$ cat config.mk
export PLATFORM = sky130hd
export DESIGN_NAME = console_tx_flat
export DESIGN_NICKNAME = d
export VERILOG_FILES = /design/src/rtl/console_tx_if.sv /design/src/rtl/console_tx.sv /design/src/flat_wrapper.sv
export SDC_FILE = /design/constraint.sdc
export NUM_CORES = 1
export LEC_CHECK = 0
export CORE_MARGIN = 2
export CORE_UTILIZATION = 53
export CTS_CLUSTER_SIZE = 8
export DETAILED_ROUTE_END_ITERATION = 6
export PLACE_DENSITY = 0.75
export RECOVER_POWER = 100
export SYNTH_ARGS = -nofsm -noshare
export SYNTH_HDL_FRONTEND = slang
export SYNTH_SLANG_ARGS = --single-unit
$ cat constraint.sdc
create_clock -name clock -period 2.4 [get_ports clock]
set_input_delay 0.48 -clock clock [delete_from_list [all_inputs] [get_ports clock]]
set_output_delay 0.48 -clock clock [all_outputs]
set_load 0.01 [all_outputs]
$ cat src/rtl/console_tx_if.sv
// Signal bundle between the CPU output trap and the serial console transmitter.
// master = CPU/trap side, slave = console_tx.
interface console_tx_if;
    logic        print;
    logic [15:0] data;
    logic        tx;
    logic        busy;
    logic        full;
    logic        overflow;

    modport master (
        output print,
        output data,
        input  tx,
        input  busy,
        input  full,
        input  overflow
    );

    modport slave (
        input  print,
        input  data,
        output tx,
        output busy,
        output full,
        output overflow
    );
endinterface

$ cat src/rtl/console_tx.sv
// Console serial transmitter: buffers characters from the CPU print trap in a FIFO and sends
// them as 8N1 frames. Optional even-parity bit when CONSOLE_TX_PARITY_EN is defined (8E1).
module console_tx #(
    parameter int unsigned CLKS_PER_BIT = 16,
    parameter int unsigned FIFO_DEPTH   = 8
) (
    input logic         clock,
    input logic         reset_n,
    console_tx_if.slave con
);
    localparam int unsigned PtrW  = (FIFO_DEPTH > 1) ? $clog2(FIFO_DEPTH) : 1;
    localparam int unsigned CntW  = $clog2(FIFO_DEPTH + 1);
    localparam int unsigned BaudW = (CLKS_PER_BIT > 1) ? $clog2(CLKS_PER_BIT) : 1;

    localparam logic [BaudW-1:0] BaudLast = BaudW'(CLKS_PER_BIT - 1);
    localparam logic [CntW-1:0]  CntFull  = CntW'(FIFO_DEPTH);

`ifdef CONSOLE_TX_PARITY_EN
    typedef enum logic [2:0] {StIdle, StStart, StData, StParity, StStop} state_e;
`else
    typedef enum logic [2:0] {StIdle, StStart, StData, StStop} state_e;
`endif

    state_e          state_q;
    logic [BaudW-1:0] baud_q;
    logic [2:0]      bit_q;
    logic [7:0]      shift_q;
    logic            tx_q;
    logic            overflow_q;
`ifdef CONSOLE_TX_PARITY_EN
    logic            parity_q;
`endif

    logic [7:0]      mem_q [FIFO_DEPTH];
    logic [PtrW-1:0] wr_ptr_q;
    logic [PtrW-1:0] rd_ptr_q;
    logic [CntW-1:0] count_q;

    logic fifo_full;
    logic fifo_empty;
    logic push;
    logic pop;
    logic baud_done;
    logic unused_data_hi;

    assign fifo_full  = (count_q == CntFull);
    assign fifo_empty = (count_q == '0);
    assign push       = con.print & ~fifo_full;
    assign pop        = (state_q == StIdle) & ~fifo_empty;
    assign baud_done  = (baud_q == BaudLast);

    // Only the low byte of R0 is a character.
    assign unused_data_hi = ^con.data[15:8];

    // Storage has no reset; resetting the pointers is what discards the contents.
    always_ff @(posedge clock) begin
        if (push) begin
            mem_q[wr_ptr_q] <= con.data[7:0];
        end
    end

    always_ff @(posedge clock or negedge reset_n) begin
        if (!reset_n) begin
            wr_ptr_q   <= '0;
            rd_ptr_q   <= '0;
            count_q    <= '0;
            overflow_q <= 1'b0;
        end else begin
            if (push) begin
                wr_ptr_q <= wr_ptr_q + PtrW'(1);
            end
            if (pop) begin
                rd_ptr_q <= rd_ptr_q + PtrW'(1);
            end
            case ({push, pop})
                2'b10:   count_q <= count_q + CntW'(1);
                2'b01:   count_q <= count_q - CntW'(1);
                default: count_q <= count_q;
            endcase
            // A strobe while full is lost even if a pop frees a slot this cycle.
            if (con.print && fifo_full) begin
                overflow_q <= 1'b1;
            end
        end
    end

    always_ff @(posedge clock or negedge reset_n) begin
        if (!reset_n) begin
            state_q  <= StIdle;
            baud_q   <= '0;
            bit_q    <= '0;
            shift_q  <= '0;
            tx_q     <= 1'b1;
`ifdef CONSOLE_TX_PARITY_EN
            parity_q <= 1'b0;
`endif
        end else begin
            baud_q <= baud_done ? '0 : baud_q + BaudW'(1);
            case (state_q)
                StIdle: begin
                    baud_q <= '0;
                    tx_q   <= 1'b1;
                    if (!fifo_empty) begin
                        shift_q  <= mem_q[rd_ptr_q];
`ifdef CONSOLE_TX_PARITY_EN
                        parity_q <= ^mem_q[rd_ptr_q];
`endif
                        bit_q    <= '0;
                        tx_q     <= 1'b0;
                        state_q  <= StStart;
                    end
                end
                StStart: begin
                    if (baud_done) begin
                        tx_q    <= shift_q[0];
                        state_q <= StData;
                    end
                end
                StData: begin
                    if (baud_done) begin
                        if (bit_q == 3'd7) begin
`ifdef CONSOLE_TX_PARITY_EN
                            tx_q    <= parity_q;
                            state_q <= StParity;
`else
                            tx_q    <= 1'b1;
                            state_q <= StStop;
`endif
                        end else begin
                            bit_q   <= bit_q + 3'd1;
                            shift_q <= {1'b0, shift_q[7:1]};
                            tx_q    <= shift_q[1];
                        end
                    end
                end
`ifdef CONSOLE_TX_PARITY_EN
                StParity: begin
                    if (baud_done) begin
                        tx_q    <= 1'b1;
                        state_q <= StStop;
                    end
                end
`endif
                StStop: begin
                    if (baud_done) begin
                        state_q <= StIdle;
                    end
                end
                default: begin
                    tx_q    <= 1'b1;
                    state_q <= StIdle;
                end
            endcase
        end
    end

    assign con.tx       = tx_q;
    assign con.busy     = ~fifo_empty | (state_q != StIdle);
    assign con.full     = fifo_full;
    assign con.overflow = overflow_q;

endmodule

$ cat src/flat_wrapper.sv
// flat-port wrapper written by rule: the top's interface ports become plain ports
module console_tx_flat 
#(
    parameter int unsigned CLKS_PER_BIT = 16,
    parameter int unsigned FIFO_DEPTH   = 8
)
  (clock, reset_n, con_print, con_data, con_tx, con_busy, con_full, con_overflow);
  console_tx_if con_i ();
  input logic clock;
  input logic reset_n;
  input wire logic [$bits(con_i.print)-1:0] con_print;
  input wire logic [$bits(con_i.data)-1:0] con_data;
  output wire logic [$bits(con_i.tx)-1:0] con_tx;
  output wire logic [$bits(con_i.busy)-1:0] con_busy;
  output wire logic [$bits(con_i.full)-1:0] con_full;
  output wire logic [$bits(con_i.overflow)-1:0] con_overflow;
  assign con_i.print = con_print;
  assign con_i.data = con_data;
  assign con_tx = con_i.tx;
  assign con_busy = con_i.busy;
  assign con_full = con_i.full;
  assign con_overflow = con_i.overflow;
  console_tx #(.CLKS_PER_BIT(CLKS_PER_BIT), .FIFO_DEPTH(FIFO_DEPTH)) u_core (.clock(clock), .reset_n(reset_n), .con(con_i));
endmodule
# [After elaboration in Yosys (flattened, before gate mapping)]
# Memories as Yosys holds them, arrays and structs flattened.
# Index checks and enable logic that the tools add are counted.
[classes] add_sub_neg=6 n_eq_ne=14 muxes=24 bitwise=6 n_reduce_logical=9
[ops] cell="$mux 3" n=8
[ops] cell="$mux 8" n=3
[ops] cell="$pmux 8 s2" n=1
[ops] cell="$pmux 3 s4" n=1
[ops] cell="$add 3x1->3 const B" n=3
[ops] cell="$add 4x1->4 const B" n=2
[ops] cell="$eq 4x4->1 const B" n=2
[ops] cell="$mux 4" n=2
[ops] cell="$ne 2x1->1 const B" n=4
[ops] cell="$pmux 4 s2" n=1
[ops] cell="$eq 3x2->1 const B" n=2
[ops] cell="$mux 1" n=6
[ops] cell="$pmux 3 s2" n=1
[ops] cell="$reduce_and 5->1" n=1
[ops] cell="$logic_not 4->1" n=1
[ops] cell="$ne 2x2->1 const B" n=2
[ops] cell="$pmux 1 s4" n=1
[ops] cell="$reduce_and 4->1" n=1
[ops] cell="$reduce_bool 2->1" n=2
[ops] cell="$sub 4x1->4 const B" n=1
[ops] cell="$eq 3x1->1 const B" n=1
[ops] cell="$eq 3x3->1 const B" n=1
[ops] cell="$logic_not 3->1" n=1
[ops] cell="$not 1->1" n=3
[ops] cell="other kinds (7)" n=8
[totals] ff_bits=30 mem_bits_rw=64 in_bits=19 output_inout_bits=4 word_cells=69 memories=1
[mem_list] name="u_core.mem_q" depth=8 width=8 read_ports=1 rd_clocked_by_memory_dff=0 wr=1 line_no="console_tx.sv:34" source="logic [7:0] mem_q [FIFO_DEPTH];"

# [Longest topological paths before layout]
# Gate-level depths: netlist of the first run.
[depth] ltp_word=5 mapped_depth=11 mapped_depth_nobuf=10

# [Worst setup path after synthesis of the first run]
# Ideal clock, no wire load.
[synth_timing] path_type="register -> register" from="register u_core.count_q[1]" to="register u_core.count_q[2]" setup_ps=126 arrival_ps=2445 required_ps=2274 setup_slack_ps=-171 path_stages_with_launch=12 path_buffers=1 period_less_slack_ps=2571 cell_sequence="dfrtp_1 clkbuf_1 nor4b_1 nor2b_1 inv_1 ha_1 xor2_1 ha_1 a21oi_1 xor2_1 nor2_1 xor2_1"
[synth_via] elab_chain_len=5 elab_cells_between_ends=12 classes_between="add/sub (2); eq/ne (3); mux (1); bitwise (4); reduce/logical (2)"
[synth_rtl] item="start, declared" line_no="console_tx.sv:37" source="logic [CntW-1:0] count_q;"
[synth_rtl] item="start signal, assigned" line_no="console_tx.sv:76" source="2'b10: count_q <= count_q + CntW'(1);"
[synth_rtl] item="start signal, assigned" line_no="console_tx.sv:77" source="2'b01: count_q <= count_q - CntW'(1);"
[synth_rtl] item="start signal, assigned" line_no="console_tx.sv:78" source="default: count_q <= count_q;"
[synth_rtl] item="$eq 4x4->1 (*)" line_no="console_tx.sv:46" source="assign fifo_full = (count_q == CntFull);"
[synth_rtl] item="named net con_full" line_no="flat_wrapper.sv:15" source="output wire logic [$bits(con_i.full)-1:0] con_full;"
[synth_rtl] item="$not 1->1 (*)" line_no="console_tx.sv:48" source="assign push = con.print & ~fifo_full;"
[synth_rtl] item="$and 1x1->1 (*)" line_no="console_tx.sv:48"
[synth_rtl] item="$eq 2x1->1 or $eq 2x2->1 (tied branches)" line_no="console_tx.sv:75" source="case ({push, pop})"
[synth_rtl] item="$pmux 4 s2 or $reduce_bool 2->1 (tied branches)"
# Mark *: on every way through the listed nets, which the timed path passes. The rest lies on a longest branch.
# A chain may end at the register's enable or synchronous reset.

# [Final worst setup path of the first run]
[layout_timing] from="register u_core.state_q[1]" to="output con_busy"
[layout_via] elab_chain_len=2
[layout_rtl] item="start, declared" line_no="console_tx.sv:24" source="state_e state_q;"
[layout_rtl] item="start signal, assigned" line_no="console_tx.sv:89" source="state_q <= StIdle;"
[layout_rtl] item="start signal, assigned" line_no="console_tx.sv:110" source="state_q <= StStart;"
[layout_rtl] item="start signal, assigned" line_no="console_tx.sv:116" source="state_q <= StData;"
[layout_rtl] item="$reduce_bool 3->1" line_no="console_tx.sv:158" source="assign con.busy = ~fifo_empty | (state_q != StIdle);"
[layout_rtl] item="$or 1x1->1" line_no="console_tx.sv:158"
[layout_rtl] item="end, declared" line_no="flat_wrapper.sv:14" source="output wire logic [$bits(con_i.busy)-1:0] con_busy;"
# No other way between the ends.

==> impl_results.md, run 1 <==
- Root Driver: clkbuf_8
- Total of max-cap violations: 1
- Max Freq: 433 MHz
- Total Routed Length: 6.57 mm
- Vias: 2065
- Hold buffers post-CTS: 0
- WHS Endpoint: u_core.con.overflow$_DFFE_PN0P_
- Fin nets: around 300
- Final Setup Violations: 0
- Max_slew headroom: -0.0545
- Failing checks: capacitance limit, slew limit
- Area contributors post-synth: edfxtp_1, dfrtp_1, mux2_2
- Flops & latches, synth: slightly above 90
- Post-route worst setup slack: ~90 ps
- Total GRT Usage: 0.170
- Layout cells sized above 1: 0.205
- Syn Inst Count: 237
- Largest net degree at the start of global routing: 30
- Maximum vdd drop: 506 uV
- Depth of the worst hold-timing path: 1
- # DRC: 0
- Post-synthesis sequential area ratio: 0.663
- Critical-path cell list: inv_1 -> ha_1 -> buf_4 -> nand2_1 -> clkdlybuf4s50_1
- Min Hold Slack: 457 ps
- Number of flops mapped to enable cells by yosys: 64
- Top_reg_cell synth: edfxtp_1
- Startpoint Class: flop
- CTS tree: yes
- Top post-synthesis cells by count: edfxtp_1, dfrtp_1, mux2_2
- Post-DP HPWL: 4.19 mm
- Area Growth Syn to Fin: 13.8%
- Outcome: finished with violations
- HP Class: flop to flop
- Chip height: between 90 and 100 um
- Async set or reset register ratio after synthesis: 0.312
- Least-Margin Pin Slew: between 1500 and 2000 ps
- Post-synth top area share: 0.481
- DIE AREA: 0.00825 sq mm
- RSZ-0062 raised after global routing: no
- Pleak: around 0.0017 uW
- Mapped Nets: around 270
- RR Startpoint: u_core.count_q[2]$_DFFE_PN0P_
- Fin crit share: 0.963
- Pre-CTS WS: a little under 5 ps
- Port Buffer Count: 14
- Htree depth: 3
- Final ANT Viol Nets: 0
- GP Congestion: just over 0.7
- Final clock skew: slightly below 6 ps
- Yosys warns: 0
- Mean Syn Cell Area: about 17 sq um
- First-pass GRT wire length: between 10 and 15 mm
- Vias in the first global route: between 2000 and 2500
- Initial core utilization: 0.548
- Row Count: 31
- Clock slew at reported path FFs: 100 ps
- Final hold vios: 0
- R2R Setup Slk: around 190 ps
- Worst path buffer plus inverter count: 3
- Cell Pwr Density: about 1200 mW/mm^2
- WP data arrival: around 1800 ps
- IO Count: 23
- Drt wl/cell: around 17 um
- ANT cells: 0
- CP required: between 1500 and 2000 ps
- Vias per inst: approximately 5.5
- Fin Setup TNS: 0 ps
- Worst path slowest cell: clkdlybuf4s50_1
- Min-delay src: u_core.con.overflow$_DFFE_PN0P_
- Total clock sinks: between 90 and 100
- Die W: about 91 um
- Most frequent cell after synthesis: edfxtp_1
- Synth area leader: edfxtp_1
- CP Max Fanout: 7
- Number of antenna violations at the first check in global routing: 0
- Critical Path Sink Type: output pin
- Worst Setup Path Type: flop to output pin
- Grt total ovfl: 0
- Iteration-0 DRC Markers: approximately 140
- Top delay family on crit path: buffers and inverters
- CP max stage delay: around 540 ps
- Core area: 0.00729 sq mm
- Yosys cell types: 42
- CTS Buf Count: 9
- Clk_lat worst skew: 360 ps
- Netlist Area Pre-Place: ~0.0040 sq mm
- Max Slew Vio Count: 30
- Cells on worst reg2reg path: 9
- R2R Path End: u_core.count_q[2]$_DFFE_PN0P_
- Drt first pass iters: 4
- Final period demand of the worst path: about 2300 ps
- Clock Path Buffers: 2
[cell type report]
type | instances | area [sq um]
Timing Repair Buffer | 34 | 259
Tap cell | 99 | 124
Clock inverter | 7 | 77.6
Fill cell | 567 | 2740
Multi-Input combinational cell | 131 | 1300
Sequential cell | 93 | 2650
Inverter | 4 | 15.0
Clock buffer | 9 | 124
[cells by family after synthesis]
kind of cell,Yosys count,share of synthesized area
flip-flops,93,0.663
AND/OR/NAND/NOR,47,0.0595
multiplexers,40,0.161
AO/OA/AOI/OAI,22,0.0391
buffers and inverters,13,0.0172
adder cells (fa/ha/maj),13,0.0407
XOR/XNOR,9,0.0197
[power breakdown]
group | total [uW] | switching [uW] | internal, uW
combinational | 1950 | 879 | 1070
sequential | 2400 | 277 | 2120
clock | 1040 | 622 | 418
total | 5390 | 1780 | 3610
[worst max path at each step]
stage	from	end	cells after the start	slack, ps
6_report	u_core.state_q[1]$_DFFE_PN0P_	con_busy	5	90
5_1_grt	u_core.count_q[2]$_DFFE_PN0P_	con_busy	3	2
4_1_cts	u_core.state_q[0]$_DFFE_PN0P_	con_busy	5	20
3_5_place_dp	con_print	u_core.count_q[2]$_DFFE_PN0P_	10	5
3_3_place_gp	con_print	u_core.count_q[2]$_DFFE_PN0P_	10	50
2_1_floorplan	u_core.count_q[1]$_DFFE_PN0P_	u_core.count_q[2]$_DFFE_PN0P_	11	80
[worst reg2reg max path, cell delays in order (launching register included)]
cell     delay, ps
dfrtp_1        480
nor4_2         380
nor2b_1        150
ha_1           240
xor2_1         140
ha_1           180
a21oi_1        150
xor2_1         180
nor2_1          70
xor2_1         140
[cells in the final DEF, fill, tap and decap left out, types with 2 or more instances in the layout]
master | Yosys | layout
nor3_1 | 3 | 3
edfxtp_1 | 64 | 64
inv_1 | 4 | 4
mux4_2 | 8 | 8
nor2b_1 | 5 | 5
a32o_1 | 3 | 3
xnor2_1 | 4 | 4
buf_4 | 0 | 2
mux2_2 | 24 | 24
buf_12 | 0 | 2
dlygate4sd3_1 | 0 | 11
clkbuf_1 | 5 | 15
nor2_1 | 13 | 13
a21oi_1 | 6 | 6
dfrtp_1 | 28 | 28
ha_1 | 13 | 13
xor2_1 | 5 | 5
clkbuf_8 | 0 | 9
o21ai_0 | 4 | 4
inv_8 | 0 | 4
mux4_1 | 7 | 7
nand2b_1 | 4 | 4
clkdlybuf4s50_1 | 0 | 3
nand2_1 | 12 | 12
nand3b_1 | 2 | 2
[flip-flops by register name, indices dropped and copies added (netlist names)]
| signal | count |
|---|---|
| u_core.baud_q | 4 |
| u_core.bit_q | 3 |
| u_core.con.overflow | 1 |
| u_core.con.tx | 1 |
| u_core.count_q | 4 |
| u_core.mem_q | 64 |
| u_core.rd_ptr_q | 3 |
| u_core.shift_q | 8 |
| u_core.state_q | 2 |
| u_core.wr_ptr_q | 3 |
[per-layer routing]
layer,wire length (um),GRT usage,share of wire,vias up
met3,158,0.0342,0.024,13
li1,-,-,-,982
met1,2900,0.216,0.44,1043
met2,3330,0.281,0.51,27
met5,0,0,0,-
met4,176,0.0821,0.027,0
[stage by stage]
step	instance area (sq um)	util	power, uW	cells
after floorplan	4000	-	3850	237
final	4550	0.624	5390	377
after CTS	4590	0.629	5490	376
after detailed placement	4380	0.601	4430	360
after global placement	4380	0.601	4360	360
after global routing	4550	0.624	5750	377
[repair_timing]
item / CTS / global route
buffers inserted: 0 / 1
setup endpoints to repair: 1 / 2
resized for setup: 1 / 1
(Power assumes the default switching activity.)
==> run 2, diff against run 1 <==
--- a/config.mk
+++ b/config.mk
@@ -9,8 +9,9 @@
 export CORE_UTILIZATION = 53
 export CTS_CLUSTER_SIZE = 8
 export DETAILED_ROUTE_END_ITERATION = 6
-export PLACE_DENSITY = 0.75
+export PLACE_DENSITY_LB_ADDON = 0.1
 export RECOVER_POWER = 100
+export SKIP_LAST_GASP = 1
 export SYNTH_ARGS = -nofsm -noshare
 export SYNTH_HDL_FRONTEND = slang
 export SYNTH_SLANG_ARGS = --single-unit
==> run 2 against run 1 <==
  * The flow now finishes without violations
  * Clock-buffer cell count unchanged
  * Combinational power barely moved
  * Die area did not move
  * Via count down 1.1%
  * Clock power hardly changed
  * Cell count grew 0.53%
  * Register-to-register slack better by 60 ps
  * Routed wire length grew 2.3%
  * Sequential share of layout area decreased by 0.073 points
  * Flip-flop and latch count did not move
  * Largest cell class unchanged
  * Largest power group unchanged
==> impl_results.md, run 2 (synthesized netlist as in run 1, its figures left out) <==
- Number of antenna violations at the first check in global routing: 0 (unchanged)
- Cell Pwr Density: 1180 mW/mm^2 (about the same)
- Area Growth Syn to Fin: 14.1% (was 13.8%)
- Min Hold Slack: 468 ps (was 457 ps)
- Critical Path Sink Type: output pin (unchanged)
- Drt first pass iters: 5 (was 4)
- Final ANT Viol Nets: 0 (unchanged)
- Vias in the first global route: 2036 (was 2123)
- Final Setup Violations: 0 (unchanged)
- Top Registers: u_core.mem_q: 64 flops, u_core.shift_q: 8 flops (unchanged)
- Startpoint Class: flop (unchanged)
- First-pass GRT wire length: 10.7 mm (was 10.5 mm)
- Internal Pwr Total: 3610 uW (about the same)
- Total Routed Length: 6.72 mm (was 6.57 mm)
- GP Congestion: 0.705 (was 0.723)
- Final Core Density: 0.625 (was 0.624)
- CTS Buf Count: 9 (unchanged)
- Maximum vdd drop: 762 uV (was 506 uV)
- Sw power: 1760 uW (was 1780 uW)
- Port Buffer Count: 14 (unchanged)
- Total GRT Usage: 0.172 (was 0.170)
- Clock Path Buffers: 2 (unchanged)
- Multi-input gate area in the final layout: 0.00130 sq mm (unchanged)
- RSZ-0062 raised after global routing: no (unchanged)
- Fin Setup TNS: 0 ps (unchanged)
- Final period demand of the worst path: 2320 ps (was 2310 ps)
- Post-DP HPWL: 4.33 mm (was 4.19 mm)
- Most frequent cells in the layout: edfxtp_1, dfrtp_1, mux2_2 (unchanged)
- Row Count: 31 (unchanged)
- Max reg flops: 64 (unchanged)
- Worst Setup Path Type: flop to output pin (unchanged)
- Initial core utilization: 0.548 (unchanged)
- Pleak: 0.00169 uW (was 0.00167 uW)
- Clock power share: 0.188 (was 0.193)
- CP Max Fanout: 7 (unchanged)
- Chip height: 90.9 um (unchanged)
- Clock slew at reported path FFs: 100 ps (about the same)
- HP Class: flop to flop (unchanged)
- Drt wl/cell: 17.7 um (was 17.4 um)
- Clk_lat worst skew: 350 ps (was 360 ps)
- # DRC: 0 (unchanged)
- Max Freq: 432 MHz (was 433 MHz)
- Commonest non-fill, non-tap cell in the layout: edfxtp_1 (unchanged)
- Iteration-0 DRC Markers: 178 (was 141)
- Vias per inst: 5.39 (was 5.48)
- Max_slew headroom: 0.490 (was -0.0545)
- Hold buffers post-CTS: 0 (unchanged)
- Reg power frac: 0.449 (was 0.445)
- Total clock sinks: 93 (unchanged)
- Root Driver: clkbuf_8 (unchanged)
- Grt total ovfl: 0 (unchanged)
- CTS tree: yes (unchanged)
- DIE AREA: 0.00825 sq mm (unchanged)
- CP required: 1920 ps (about the same)
- Vias: 2043 (was 2065)
- Fin crit share: 0.965 (was 0.963)
- Largest net degree at the start of global routing: 30 (unchanged)
- Core area: 0.00729 sq mm (unchanged)
- Layout cells sized above 1: 0.229 (was 0.205)
- Reg with most FFs: u_core.mem_q (unchanged)
- Least-Margin Pin Slew: 765 ps (was 1580 ps)
- Combinational share of power: 0.363 (was 0.362)
- IO Count: 23 (unchanged)
- Final hold vios: 0 (unchanged)
- Total power: 5380 uW (was 5390 uW)
- Switching share of power: 0.328 (was 0.330)
- Register area: 0.00265 sq mm (about the same)
- ANT cells: 0 (unchanged)
- Max Slew Vio Count: 0 (was 30)
- Fin nets: 307 (was 305)
- Total of max-cap violations: 0 (was 1)
- WP data arrival: 1840 ps (was 1830 ps)
- Filler Cell Count: 582 (was 567)
- Outcome: finished, final reports clean (was finished with violations)
- Die W: 90.9 um (unchanged)
- Htree depth: 3 (unchanged)
- Final clock skew: 4.69 ps (was 5.92 ps)
-- run 2: worst max-delay path, stage by stage (launching register included) --
cell and delay (ps):
dfrtp_2 500, nor4b_4 310, buf_4 160, clkdlybuf4s50_1 520
-- run 2: stage by stage --
stage               worst slack [ps]  area (sq um)  cells
finish                          84.8          4560    379
global route                    13.3          4560    379
CTS                             1.17          4590    379
detailed placement              9.87          4380    362
global placement                46.9          4380    362
floorplan                       75.4          4000    237
-- run 2: worst paths after layout --
check                                           startpoint                               to  slack [ps]  depth (start not counted)
setup reg to reg             u_core.state_q[1]$_DFFE_PN0P_    u_core.shift_q[6]$_DFFE_PN0P_         250                          8
setup / recovery             u_core.count_q[1]$_DFFE_PN0P_                         con_full          80                          3
max in group asynchronous                          reset_n    u_core.count_q[2]$_DFFE_PN0P_        1150                          2
hold reg to reg            u_core.con.overflow$_DFFE_PN0P_  u_core.con.overflow$_DFFE_PN0P_         470                          1
hold / removal             u_core.con.overflow$_DFFE_PN0P_  u_core.con.overflow$_DFFE_PN0P_         470                          1
min in group asynchronous                          reset_n      u_core.bit_q[2]$_DFFE_PN0P_         730                          2
-- run 2: repair_timing --
action,in CTS,in global routing
setup endpoints to repair,1,3
setup buffers,1,0
endpoints found under the hold margin,0,0
gates resized for setup,0,6
-- run 2: power by group through the flow --
stage          Clock, uW  Sequential, uW  Combinational (uW)
2_1_floorplan          0            2320                1520
3_3_place_gp           0            2410                1960
3_5_place_dp           0            2430                2000
4_1_cts             1040            2390                2030
5_1_grt             1110            2450                2180
6_report            1010            2410                1950
-- run 2: routing by layer --
layer | share of wire | global-route usage | routed length [um] | up-vias
met5 | 0 | 0 | 0 | -
met4 | 0.010 | 0.0492 | 68 | 0
met3 | 0.026 | 0.0317 | 176 | 8
met2 | 0.47 | 0.269 | 3130 | 31
met1 | 0.50 | 0.251 | 3340 | 1018
li1 | - | - | - | 986
-- run 2: cell type report --
cell class                      count  area share
Sequential cell                    93       0.582
Multi-Input combinational cell    131       0.285
Timing Repair Buffer               36      0.0598
Clock buffer                        9      0.0272
Tap cell                           99      0.0272
Clock inverter                      7      0.0156
Inverter                            4     0.00329
==> run 3, diff against run 2 <==
--- a/config.mk
+++ b/config.mk
@@ -9,9 +9,11 @@
 export CORE_UTILIZATION = 53
 export CTS_CLUSTER_SIZE = 8
 export DETAILED_ROUTE_END_ITERATION = 6
+export GPL_ROUTABILITY_DRIVEN = 0
 export PLACE_DENSITY_LB_ADDON = 0.1
 export RECOVER_POWER = 100
 export SKIP_LAST_GASP = 1
+export SLEW_MARGIN = 20
 export SYNTH_ARGS = -nofsm -noshare
 export SYNTH_HDL_FRONTEND = slang
 export SYNTH_SLANG_ARGS = --single-unit
==> results of run 3 <==
Final layout, timing and power as in run 2 (identical DEF).
